==> src/rtl/seq_shift_left_8.sv <==
// Multi-cycle logical left shifter, one bit per clock; done pulses b+1 edges after accept (1 edge for b==0 or b>=WIDTH).
// No backpressure: start is sampled only in IDLE and ignored while busy; the result holds until the next accepted start.
module seq_shift_left_8 #(
   parameter int WIDTH   = 8,
   parameter int SHAMT_W = 8
) (
   input  logic               clk,
   input  logic               rst,
   input  logic               start,
   input  logic [WIDTH-1:0]   a,
   input  logic [SHAMT_W-1:0] b,
   output logic [WIDTH-1:0]   out,
   output logic               ovf,
   output logic               busy,
   output logic               done
);

   localparam logic [SHAMT_W-1:0] WIDTH_SH = SHAMT_W'(WIDTH);
   localparam logic [SHAMT_W-1:0] ONE_SH   = SHAMT_W'(1);

   typedef enum logic [1:0] {IDLE, SHIFT, DONE} state_t;

   state_t             state, state_nxt;
   logic [SHAMT_W-1:0] cnt, cnt_nxt;
   logic [WIDTH-1:0]   out_nxt;
   logic               ovf_nxt;

   always_ff @(posedge clk) begin
      if (rst) begin
         state <= IDLE;
         cnt   <= '0;
         out   <= '0;
         ovf   <= 1'b0;
      end else begin
         state <= state_nxt;
         cnt   <= cnt_nxt;
         out   <= out_nxt;
         ovf   <= ovf_nxt;
      end
   end

   always_comb begin
      state_nxt = state;
      cnt_nxt   = cnt;
      out_nxt   = out;
      ovf_nxt   = ovf;
      case (state)
         IDLE: begin
            if (start) begin
               if (b == '0) begin
                  out_nxt   = a;
                  ovf_nxt   = 1'b0;
                  state_nxt = DONE;
               end else if (b >= WIDTH_SH) begin
                  // Every bit leaves the word, so no need to iterate.
                  out_nxt   = '0;
                  ovf_nxt   = |a;
                  state_nxt = DONE;
               end else begin
                  out_nxt   = a;
                  ovf_nxt   = 1'b0;
                  cnt_nxt   = b;
                  state_nxt = SHIFT;
               end
            end
         end
         SHIFT: begin
            out_nxt = {out[WIDTH-2:0], 1'b0};
            ovf_nxt = ovf | out[WIDTH-1];
            cnt_nxt = cnt - ONE_SH;
            if (cnt == ONE_SH) begin
               state_nxt = DONE;
            end
         end
         DONE: begin
            state_nxt = IDLE;
         end
         default: begin
            state_nxt = IDLE;
         end
      endcase
   end

   assign busy = (state != IDLE);
   assign done = (state == DONE);

endmodule

==> config.mk <==
export PLATFORM = sky130hd
export DESIGN_NAME = seq_shift_left_8
export DESIGN_NICKNAME = d
export VERILOG_FILES = /design/src/rtl/seq_shift_left_8.sv
export SDC_FILE = /design/constraint.sdc
export NUM_CORES = 1
export LEC_CHECK = 0
export ABC_AREA = 1
export BUFFER_PORTS_ARGS = -buffer_cell sky130_fd_sc_hd__buf_2
export CORE_MARGIN = 8
export CORE_UTILIZATION = 55
export DETAILED_ROUTE_END_ITERATION = 8
export HOLD_SLACK_MARGIN = 0.02
export PLACE_DENSITY = 0.83
export SYNTH_ARGS = -nofsm -noshare
export SYNTH_HDL_FRONTEND = slang
export SYNTH_SLANG_ARGS = --single-unit
==> constraint.sdc <==
create_clock -name clk -period 2.26 [get_ports clk]
set_input_delay 0.113 -clock clk [delete_from_list [all_inputs] [get_ports clk]]
set_output_delay 0.113 -clock clk [all_outputs]
set_load 0.1 [all_outputs]
; Yosys cells after proc, flatten, opt, wreduce, memory -nomap -nowiden
; Cells that the tools add are included.
[word_totals]
reg_bits = 19
[op_classes]
add_sub_neg = 1
n_lt_le_gt_ge = 1
n_eq_ne = 7
n_mux = 17
bitwise_logic = 1
reduce_logical = 8
[op_table]
columns = operator, n
row1 = $mux 8, 6
row2 = $pmux 8 s2, 2
row3 = $eq 8x1->1 const B, 1
row4 = $ge 8x4->1 const B, 1
row5 = $logic_not 8->1, 1
row6 = $mux 2, 4
row7 = $ne 2x2->1 const B, 4
row8 = $reduce_or 8->1, 1
row9 = $sub 8x1->8 const B, 1
row10 = $pmux 2 s2, 1
row11 = $reduce_and 2->1, 2
row12 = $reduce_and 4->1, 1
row13 = $reduce_bool 2->1, 2
row14 = $mux 1, 3
row15 = $eq 2x1->1 const B, 1
row16 = $eq 2x2->1 const B, 1
row17 = $logic_not 2->1, 1
row18 = $pmux 1 s2, 1
row19 = $or 1x1->1, 1

; Logic depth before layout (Yosys ltp)
; Gate-level depths: netlist (run 1).
[logic_depth]
depth_word = 5
depth_mapped = 9
mapped_depth_nobuf = 9

; Least setup slack after synthesis (run 1)
; Ideal clock, no wire load.
[synth_timing]
path_kind = reg-to-output
from = register state[1]
to = output done
arrival_time_ns = 1.708
required_ns = 2.147
slack_ns = 0.439
path_stages_with_launch = 3
path_buffers = 0
path_cell_list = dfxtp_1 > inv_2 > nor2_1
[synth_via]
elab_chain_len = 1
[synth_rtl]
columns = item, line_no
row1 = "start, declared", 23  ; state_t state, state_nxt;
row2 = "start signal, assigned", 35  ; state <= state_nxt;
row3 = $eq 2x2->1, 85  ; assign done = (state == DONE);
row4 = "end, declared", 15  ; output logic done
; Every way passes these cells.

; Worst setup path in the final report (run 1)
[layout_timing]
from = register state[0]
to = register out[5]
[layout_via]
elab_chain_len = 3
[layout_rtl]
columns = item, line_no
row1 = $eq 2x1->1 / $logic_not 2->1 (equally long branches), 47  ; case (state)
row2 = $reduce_bool 2->1 (no line) / $ne 2x2->1 (equally long branches), n/a
row3 = $reduce_and 2->1 (no line), n/a
row4 = "end signal, assigned", 37  ; out <= out_nxt;
row5 = "end, declared", 12  ; output logic [WIDTH-1:0] out,
; Parallel ways exist; a longest one is shown, timed or not.
; A chain may end at the register's enable or synchronous reset.

==> results of run 1 <==
## power by group through the flow
stage / clock network [mW] / logic, mW / registers, mW
after global placement: 0 / 0.218 / 0.370
after global routing: 0.195 / 0.241 / 0.365
after floorplan: 0 / 0.102 / 0.443
after CTS: 0.176 / 0.223 / 0.363
after detailed placement: 0 / 0.222 / 0.370
final: 0.174 / 0.222 / 0.363
## kinds of logic after synthesis
logic type | after synthesis | share of synthesized area, %
AO/OA/AOI/OAI | 34 | 19.0
adder cells (fa/ha/maj) | 2 | 2.22
buffers and inverters | 37 | 13.3
flip-flops | 19 | 33.8
AND/OR/NAND/NOR | 78 | 31.6
## registers in the layout, indices dropped and copies added (netlist names)
signal	count
state	2
out	8
ovf	1
cnt	8
## area by class of cell
type / instances / area, µm²
fillers: 189 / 634
inverters: 34 / 128
flip-flops and latches: 19 / 380
clock buffers: 4 / 26.3
repair buffers: 29 / 145
multi-input cells: 114 / 594
well taps: 27 / 33.8
## worst max-delay path by stage
stage                     slack [ns]  cells past startpoint     end
after floorplan                 0.44                      2    done
final                           0.73                      6  out[5]
after global placement          0.86                      6  out[6]
after detailed placement        0.79                      6  out[5]
after global routing            0.58                      6  out[5]
after CTS                       0.77                      6  out[5]
## synth_stat cells
master	n	share of area (%)
o21ai_1	12	5.3
nand3_1	15	6.7
buf_6	1	1.0
o2111ai_1	7	5.5
nand3b_1	1	0.67
a21oi_2	1	0.78
nor2_1	18	6.0
ha_1	2	2.2
o21bai_1	1	0.67
o21ai_0	2	0.89
nor2_2	2	1.1
inv_2	9	3.0
nand2_2	3	1.7
or2_0	5	2.8
dfxtp_1	19	34
clkinv_1	1	0.33
inv_1	24	8.0
or2_2	1	0.56
nor3_1	1	0.44
a21oi_1	10	4.4
clkbuf_1	1	0.33
nor3_2	1	0.89
nand2_1	29	9.7
nand4_1	2	1.1
buf_4	1	0.67
a21oi_4	1	1.4
## critical path, cell delays in order, from the launching register on
cell	delay [ns]
dfxtp_1	0.36
inv_2	0.07
nor2_2	0.42
inv_2	0.18
or2_0	0.25
o2111ai_1	0.10
inv_1	0.06
## per-stage QoR
stage	hold slack [ns]	utilization, %	total power, mW
3_5_place_dp	0.425	66.0	0.592
5_1_grt	0.123	67.3	0.802
6_report	0.112	67.3	0.759
3_3_place_gp	0.419	66.0	0.588
4_1_cts	0.111	67.3	0.762
2_1_floorplan	0.274	-	0.546
## layer usage
| metal | share of wire, % | GRT usage (%) | up-vias |
|---|---|---|---|
| met5 | 0 | 0 | - |
| met4 | 1.3 | 6.64 | 0 |
| met3 | 3.0 | 3.55 | 5 |
| met2 | 51 | 30.3 | 32 |
| met1 | 45 | 18.2 | 540 |
| li1 | - | - | 609 |
==> impl_metrics.env, run 1 <==
export IMPL_synth_net_count=191
export IMPL_place_detailed_hpwl_mm=2.17
export IMPL_fin_tns_setup_ns=0
export IMPL_ys_seq_area_share_pct=33.8
export IMPL_cp_arrival_ns=1.73
export IMPL_postCtsSetupBuffers=0
export IMPL_min_delay_path_depth=3
export IMPL_die_x_um=61.2
export IMPL_status="completed"
export IMPL_r2r_end="out[5]"
export IMPL_fin_ws_ns=0.730
export IMPL_power_internal_uw=473
export IMPL_die_height_um=61.2
export IMPL_skew_ns=0.00581
export IMPL_final_area_mm2=0.00131
export IMPL_clockPowerShare_pct=22.9
export IMPL_critPathMaxFanout=12
export IMPL_wirelength_mm=2.74
export IMPL_grt_start_max_net_pins=13
export IMPL_n_antenna_cell=0
export IMPL_tightest_slew_ns=0.530
export IMPL_drive_gt1_share_pct=25.0
export IMPL_rsz0062_at_grt="false"
export IMPL_drv_cap=0
export IMPL_tritoncts="built"
export IMPL_dp_slack_ns=0.795
export IMPL_first_pass_iters=5
export IMPL_clkSlewWorstSetupHoldPaths_ns=0.11
export IMPL_cts_buffer_depth=2
export IMPL_place_inst=223
export IMPL_root_buffer="clkbuf_4"
export IMPL_setup_violations=0
export IMPL_hold_buffers=0
export IMPL_initial_utilization_pct=57.9
export IMPL_grt_ovfl_total=0
export IMPL_worstReg2RegStart="state[0]"
export IMPL_startpoint_type="register"
export IMPL_std_cell_rows=16
export IMPL_grt_pass1_vias=1221
export IMPL_synthCells=170
export IMPL_synthesis_area_mm2=0.00112
export IMPL_reg2reg_slack_ns=0.73
export IMPL_ant_nets=0
export IMPL_gp_congestion=0.802
export IMPL_min_to="out[0]"
export IMPL_dieArea_mm2=0.00375
export IMPL_cts_sinks=19
export IMPL_holdCritStartpoint="a[0]"
export IMPL_viasPerCell=5.22
export IMPL_startpoint="state[0]"
export IMPL_numCtsBuffers=3
export IMPL_swShare_pct=37.7
export IMPL_avgSynthCellArea_um2=6.62
export IMPL_cts_resized=0
export IMPL_hold_path_class="primary input to register"
export IMPL_route_vias_total=1186
export IMPL_place_port_buffers=29
export IMPL_leakage_nw=0.653
export IMPL_htreeDepth=1
export IMPL_grtUsageTotal_pct=16.7
export IMPL_wire_per_inst_um=12.1
export IMPL_grt_pass1_wl_mm=4.87
export IMPL_yosysUniqueCellTypes=26
export IMPL_crit_path_end_kind="register"
export IMPL_p_per_area_mw_per_mm2=581
export IMPL_final_cell_mix="nand2_1, buf_2, inv_1"
export IMPL_io_pins=30
export IMPL_drc=0
export IMPL_antenna_found_initial=0
export IMPL_area_growth_pct=16.2
export IMPL_critPathKind="register to register"
export IMPL_ys_ff_latch=19
export IMPL_power_share_sequential_pct=47.8
export IMPL_ir_drop_mv=0.450
export IMPL_hold_viol=0
export IMPL_fin_cells=227
export IMPL_core_area_mm2=0.00194
export IMPL_r2r_cells=6
export IMPL_yosysWarningCount=0
export IMPL_cp_data_required_time_ns=2.46
export IMPL_slew_limit_headroom_pct=64.6
export IMPL_min_period_ns=1.53
export IMPL_comb_power_share_pct=29.3
export IMPL_placed_cell_area_mm2=0.00128
export IMPL_period_share_pct=67.7
export IMPL_fin_nets=222
export IMPL_clk_latency_ns=0.30
export IMPL_slew_viol_final=0
export IMPL_fmax_mhz=654
export IMPL_first_iter_violations=38
export IMPL_p_switching_uw=287
Note: power is estimated with default switching activity, not from simulation.
==> run 2: changes to the inputs <==
- CORE_UTILIZATION: 55 -> 46
- PLACE_DENSITY: 0.83 -> 0.74
- clock period: 2.26 -> 1.3 ns (I/O delays scaled with it)
==> run 2 against run 1 <==
Effect of this change: core utilization down 7.7 points; non-clock buffer count up 4; via count down 0.51%; hold slack worse by 0.084 ns; sequential power up 75%; clock power up 77%; clock skew up 0.00091 ns.
==> impl_metrics.env, run 2 (synthesis results as in run 1) <==
export IMPL_status="completed"
export IMPL_cp_arrival_ns=1.43
export IMPL_cp_data_required_time_ns=1.49
export IMPL_clockPowerShare_pct=22.5
export IMPL_htreeDepth=1
export IMPL_grt_pass1_wl_mm=4.75
export IMPL_grtUsageTotal_pct=13.3
export IMPL_slew_limit_headroom_pct=67.6
export IMPL_fin_nets=226
export IMPL_die_x_um=65.5
export IMPL_p_per_area_mw_per_mm2=961
export IMPL_grt_ovfl_total=0
export IMPL_top_usage_layer="met2"
export IMPL_postCtsSetupBuffers=0
export IMPL_ant_nets=0
export IMPL_grt_use_met1_pct=15.8
export IMPL_dieArea_mm2=0.00428
export IMPL_fin_util_pct=59.6
export IMPL_swShare_pct=37.8
export IMPL_final_cell_mix="nand2_1, buf_2, inv_1"
export IMPL_initial_utilization_pct=47.1
export IMPL_antenna_found_initial=0
export IMPL_numCtsBuffers=3
export IMPL_power_total_mw=1.37
export IMPL_viasPerCell=5.04
export IMPL_skew_ns=0.00672
export IMPL_drv_cap=0
export IMPL_die_height_um=65.5
export IMPL_gp_congestion=0.806
export IMPL_critPathMaxFanout=3
export IMPL_p_switching_uw=516
export IMPL_min_period_ns=1.24
export IMPL_critPathKind="register to register"
export IMPL_n_antenna_cell=0
export IMPL_io_pins=30
export IMPL_power_share_sequential_pct=46.5
export IMPL_wire_per_inst_um=12.2
export IMPL_layout_commonest_cell="nand2_1"
export IMPL_wirelength_mm=2.86
export IMPL_root_buffer="clkbuf_4"
export IMPL_hold_buffers=0
export IMPL_area_growth_pct=26.6
export IMPL_clk_latency_ns=0.30
export IMPL_slew_viol_final=0
export IMPL_grt_pass1_vias=1130
export IMPL_power_internal_uw=852
export IMPL_cts_sinks=19
export IMPL_largestRegisters="cnt: 8 flops, out: 8 flops, state: 2 flops"
export IMPL_std_cell_rows=18
export IMPL_place_detailed_hpwl_mm=2.17
export IMPL_core_area_mm2=0.00239
export IMPL_grt_start_max_net_pins=12
export IMPL_clkSlewWorstSetupHoldPaths_ns=0.12
export IMPL_startpoint_type="register"
export IMPL_drc=0
export IMPL_route_vias_total=1180
export IMPL_first_pass_iters=4
export IMPL_comb_power_share_pct=31.0
export IMPL_hold_viol=0
export IMPL_tritoncts="built"
export IMPL_hold_ws_ns=0.0272
export IMPL_setup_violations=0
export IMPL_place_port_buffers=29
export IMPL_crit_path_end_kind="register"
export IMPL_fmax_mhz=807
export IMPL_ir_drop_mv=0.772
export IMPL_period_share_pct=95.4
export IMPL_fillCellCount=241
export IMPL_cts_buffer_depth=2
export IMPL_tightest_slew_ns=0.489
export IMPL_leakage_nw=0.690
export IMPL_hold_path_class="primary input to register"
export IMPL_first_iter_violations=44
export IMPL_grt_use_met3_pct=3.40
export IMPL_drive_gt1_share_pct=35.3
export IMPL_grt_use_met2_pct=23.9
==> run 2: cell types whose count changed in the layout (fill, tap and decap cells not counted), sizes merged <==
cell,previous run,this run
buf,29,33
==> run 2: critical path, cell delays in order (launching register included) <==
cell	delay, ns
dfxtp_2	0.35
inv_2	0.05
ha_2	0.19
inv_2	0.09
nor3_2	0.05
or2_2	0.27
nand3_1	0.07
a21oi_1	0.06
==> run 2: worst paths after layout <==
path	from	depth (start not counted)	end	slack, ns
worst min register to register	ovf	2	ovf	0.48
worst max register to register	cnt[0]	7	cnt[4]	0.06
worst max-delay path	cnt[0]	7	cnt[4]	0.06
worst min-delay path	a[0]	3	out[0]	0.03
==> run 2: area by class of cell <==
cell class                 instances  area, µm²  share of cell area [%]
multi-input combinational        114        633                    44.5
clock buffer                       4       26.3                    1.85
inverter                          34        128                    8.96
tap                               30       37.5                    2.64
sequential                        19        394                    27.7
timing repair buffer              33        205                    14.4
==> run 2: what timing repair did <==
| item | CTS | global route |
|---|---|---|
| endpoints found under the hold margin | 0 | 0 |
| gates resized for setup | 0 | 12 |
| setup endpoints to repair | 0 | 12 |
==> run 2: metrics by stage <==
| stage | TNS, ns | setup WS [ns] | area (µm²) | std cells |
|---|---|---|---|---|
| finish | 0 | 0.0601 | 1420 | 234 |
| detailed placement | 0 | 0.0592 | 1360 | 230 |
| CTS | 0 | 0.0391 | 1390 | 234 |
| floorplan | -0.0243 | -0.0243 | 1140 | 170 |
| global route | -0.0273 | -0.0163 | 1420 | 234 |
| global placement | 0 | 0.109 | 1360 | 230 |
==> run 2: layer usage <==
layer	vias to the layer above	wire length [µm]	part of all wire (%)
met1	539	1300	45
met5	-	0	0
met2	24	1460	51
met4	0	0	0
met3	0	100	3.5
li1	617	-	-
==> run 2: power groups by stage <==
stage / Sequential, mW / Combinational (mW) / Clock, mW
2_1_floorplan: 0.776 / 0.180 / 0
3_3_place_gp: 0.645 / 0.406 / 0
3_5_place_dp: 0.645 / 0.414 / 0
4_1_cts: 0.632 / 0.415 / 0.308
5_1_grt: 0.640 / 0.455 / 0.337
6_report: 0.636 / 0.425 / 0.308
==> run 3: changes to the inputs <==
- CORE_UTILIZATION: 46 -> 55
- PLACE_DENSITY: 0.74 -> 0.91
- clock period: 1.3 -> 1.5 ns (I/O delays scaled with it)
==> run 3 against run 2 <==
Effect of this change: die area shrank 12%; combinational power shrank 21%; via count grew 0.93%; register-to-register slack gained 0.14 ns; total power shrank 16%; sequential share of layout area grew 1.2 points; count of clock-buffer cells in the layout shrank 1; largest cell class unchanged; largest power group unchanged.
==> impl_metrics.env, run 3 (synthesis results as in run 1) <==
export IMPL_status="completed"
export IMPL_fin_tns_setup_ns=0
export IMPL_slew_viol_final=0
export IMPL_grt_ovfl_total=0
export IMPL_first_pass_iters=4
export IMPL_setup_violations=0
export IMPL_first_iter_violations=43
export IMPL_numCtsBuffers=3
export IMPL_std_cell_rows=16
export IMPL_slew_limit_headroom_pct=67.2
export IMPL_critPathMaxFanout=4
export IMPL_fin_util_pct=67.9
export IMPL_hold_path_class="primary input to register"
export IMPL_antenna_found_initial=0
export IMPL_dieArea_mm2=0.00375
export IMPL_ir_drop_mv=0.671
export IMPL_clk_latency_ns=0.30
export IMPL_hold_buffers=0
export IMPL_htreeDepth=1
export IMPL_crit_path_end_kind="output port"
export IMPL_cts_resized=0
export IMPL_drv_cap=0
export IMPL_cp_arrival_ns=1.35
export IMPL_drc=0
export IMPL_gp_congestion=0.830
export IMPL_place_port_buffers=29
export IMPL_io_pins=30
export IMPL_grt_pass1_vias=1181
export IMPL_min_period_ns=1.43
export IMPL_die_x_um=61.2
export IMPL_place_detailed_hpwl_mm=2.24
export IMPL_place_inst=224
export IMPL_final_cell_mix="nand2_1, buf_2, inv_1"
export IMPL_postCtsSetupBuffers=0
export IMPL_skew_ns=0.00625
export IMPL_cts_buffer_depth=2
export IMPL_wire_per_inst_um=12.4
export IMPL_core_area_mm2=0.00194
export IMPL_cts_sinks=19
export IMPL_root_buffer="clkbuf_4"
export IMPL_largestRegisters="cnt: 8 flops, out: 8 flops, state: 2 flops"
export IMPL_n_antenna_cell=0
export IMPL_grtUsageTotal_pct=16.6
export IMPL_fmax_mhz=700
export IMPL_rsz0062_at_grt="false"
export IMPL_fin_nets=223
export IMPL_cp_data_required_time_ns=1.42
export IMPL_die_height_um=61.2
export IMPL_grt_start_max_net_pins=12
export IMPL_drive_gt1_share_pct=26.4
export IMPL_startpoint_type="register"
export IMPL_area_growth_pct=17.2
export IMPL_leakage_nw=0.661
export IMPL_route_vias_total=1191
export IMPL_p_per_area_mw_per_mm2=874
export IMPL_critPathKind="register to output port"
export IMPL_fin_cells=228
export IMPL_clkSlewWorstSetupHoldPaths_ns=0.12
export IMPL_tritoncts="built"
export IMPL_initial_utilization_pct=57.9
export IMPL_period_share_pct=95.2
export IMPL_viasPerCell=5.22
export IMPL_wirelength_mm=2.82
export IMPL_tightest_slew_ns=0.495
export IMPL_ant_nets=0
export IMPL_grt_pass1_wl_mm=4.77
export IMPL_hold_viol=0
[run 3: changes by cell type in the layout (fill, tap and decap cells not counted), sizes merged]
cell,before,now
clkbuf,4,3
buf,33,30
clkinv,1,2
[run 3: cell type report]
class / instances / area [µm²]
Clock inverter: 1 / 5.00
Multi-Input combinational cell: 114 / 597
Tap cell: 27 / 33.8
Fill cell: 165 / 623
Clock buffer: 3 / 22.5
Inverter: 34 / 128
Sequential cell: 19 / 380
Timing Repair Buffer: 30 / 153
[run 3: worst max-delay path, cell delays in order, from the launching register on]
cell	delay, ns
dfxtp_1	0.44
inv_2	0.07
nand2_2	0.10
buf_2	0.44
[run 3: per-stage QoR]
stage / setup slack, ns / total power, mW / hold WS (ns) / area (µm²)
3_5_place_dp: 0.212 / 0.895 / 0.367 / 1290
5_1_grt: 0.0134 / 1.20 / 0.0487 / 1320
6_report: 0.0723 / 1.15 / 0.0363 / 1320
4_1_cts: 0.0712 / 1.15 / 0.0431 / 1320
2_1_floorplan: 0.0386 / 0.823 / 0.236 / 1130
3_3_place_gp: 0.263 / 0.885 / 0.361 / 1290
[run 3: worst paths after layout]
check | from | end | slack, ns | depth (start not counted)
setup reg to reg | cnt[0] | cnt[4] | 0.20 | 7
hold reg to reg | cnt[1] | cnt[1] | 0.49 | 2
hold / removal | a[0] | out[0] | 0.04 | 3
setup / recovery | state[1] | busy | 0.07 | 3
[run 3: per-layer routing]
metal  track usage (%)  up-vias  wire, µm
met2              30.3       30      1420
met3              3.34        6       141
met5                 0        -         0
met1              17.6      544      1210
met4              7.64        0        47
li1                  -      611         -
[run 3: power breakdown]
| group | leakage (nW) | total [mW] | internal (mW) | switching, mW |
|---|---|---|---|---|
| logic | 0.488 | 0.337 | 0.0816 | 0.256 |
| clock network | 0.0177 | 0.268 | 0.0994 | 0.168 |
| registers | 0.155 | 0.548 | 0.528 | 0.0200 |
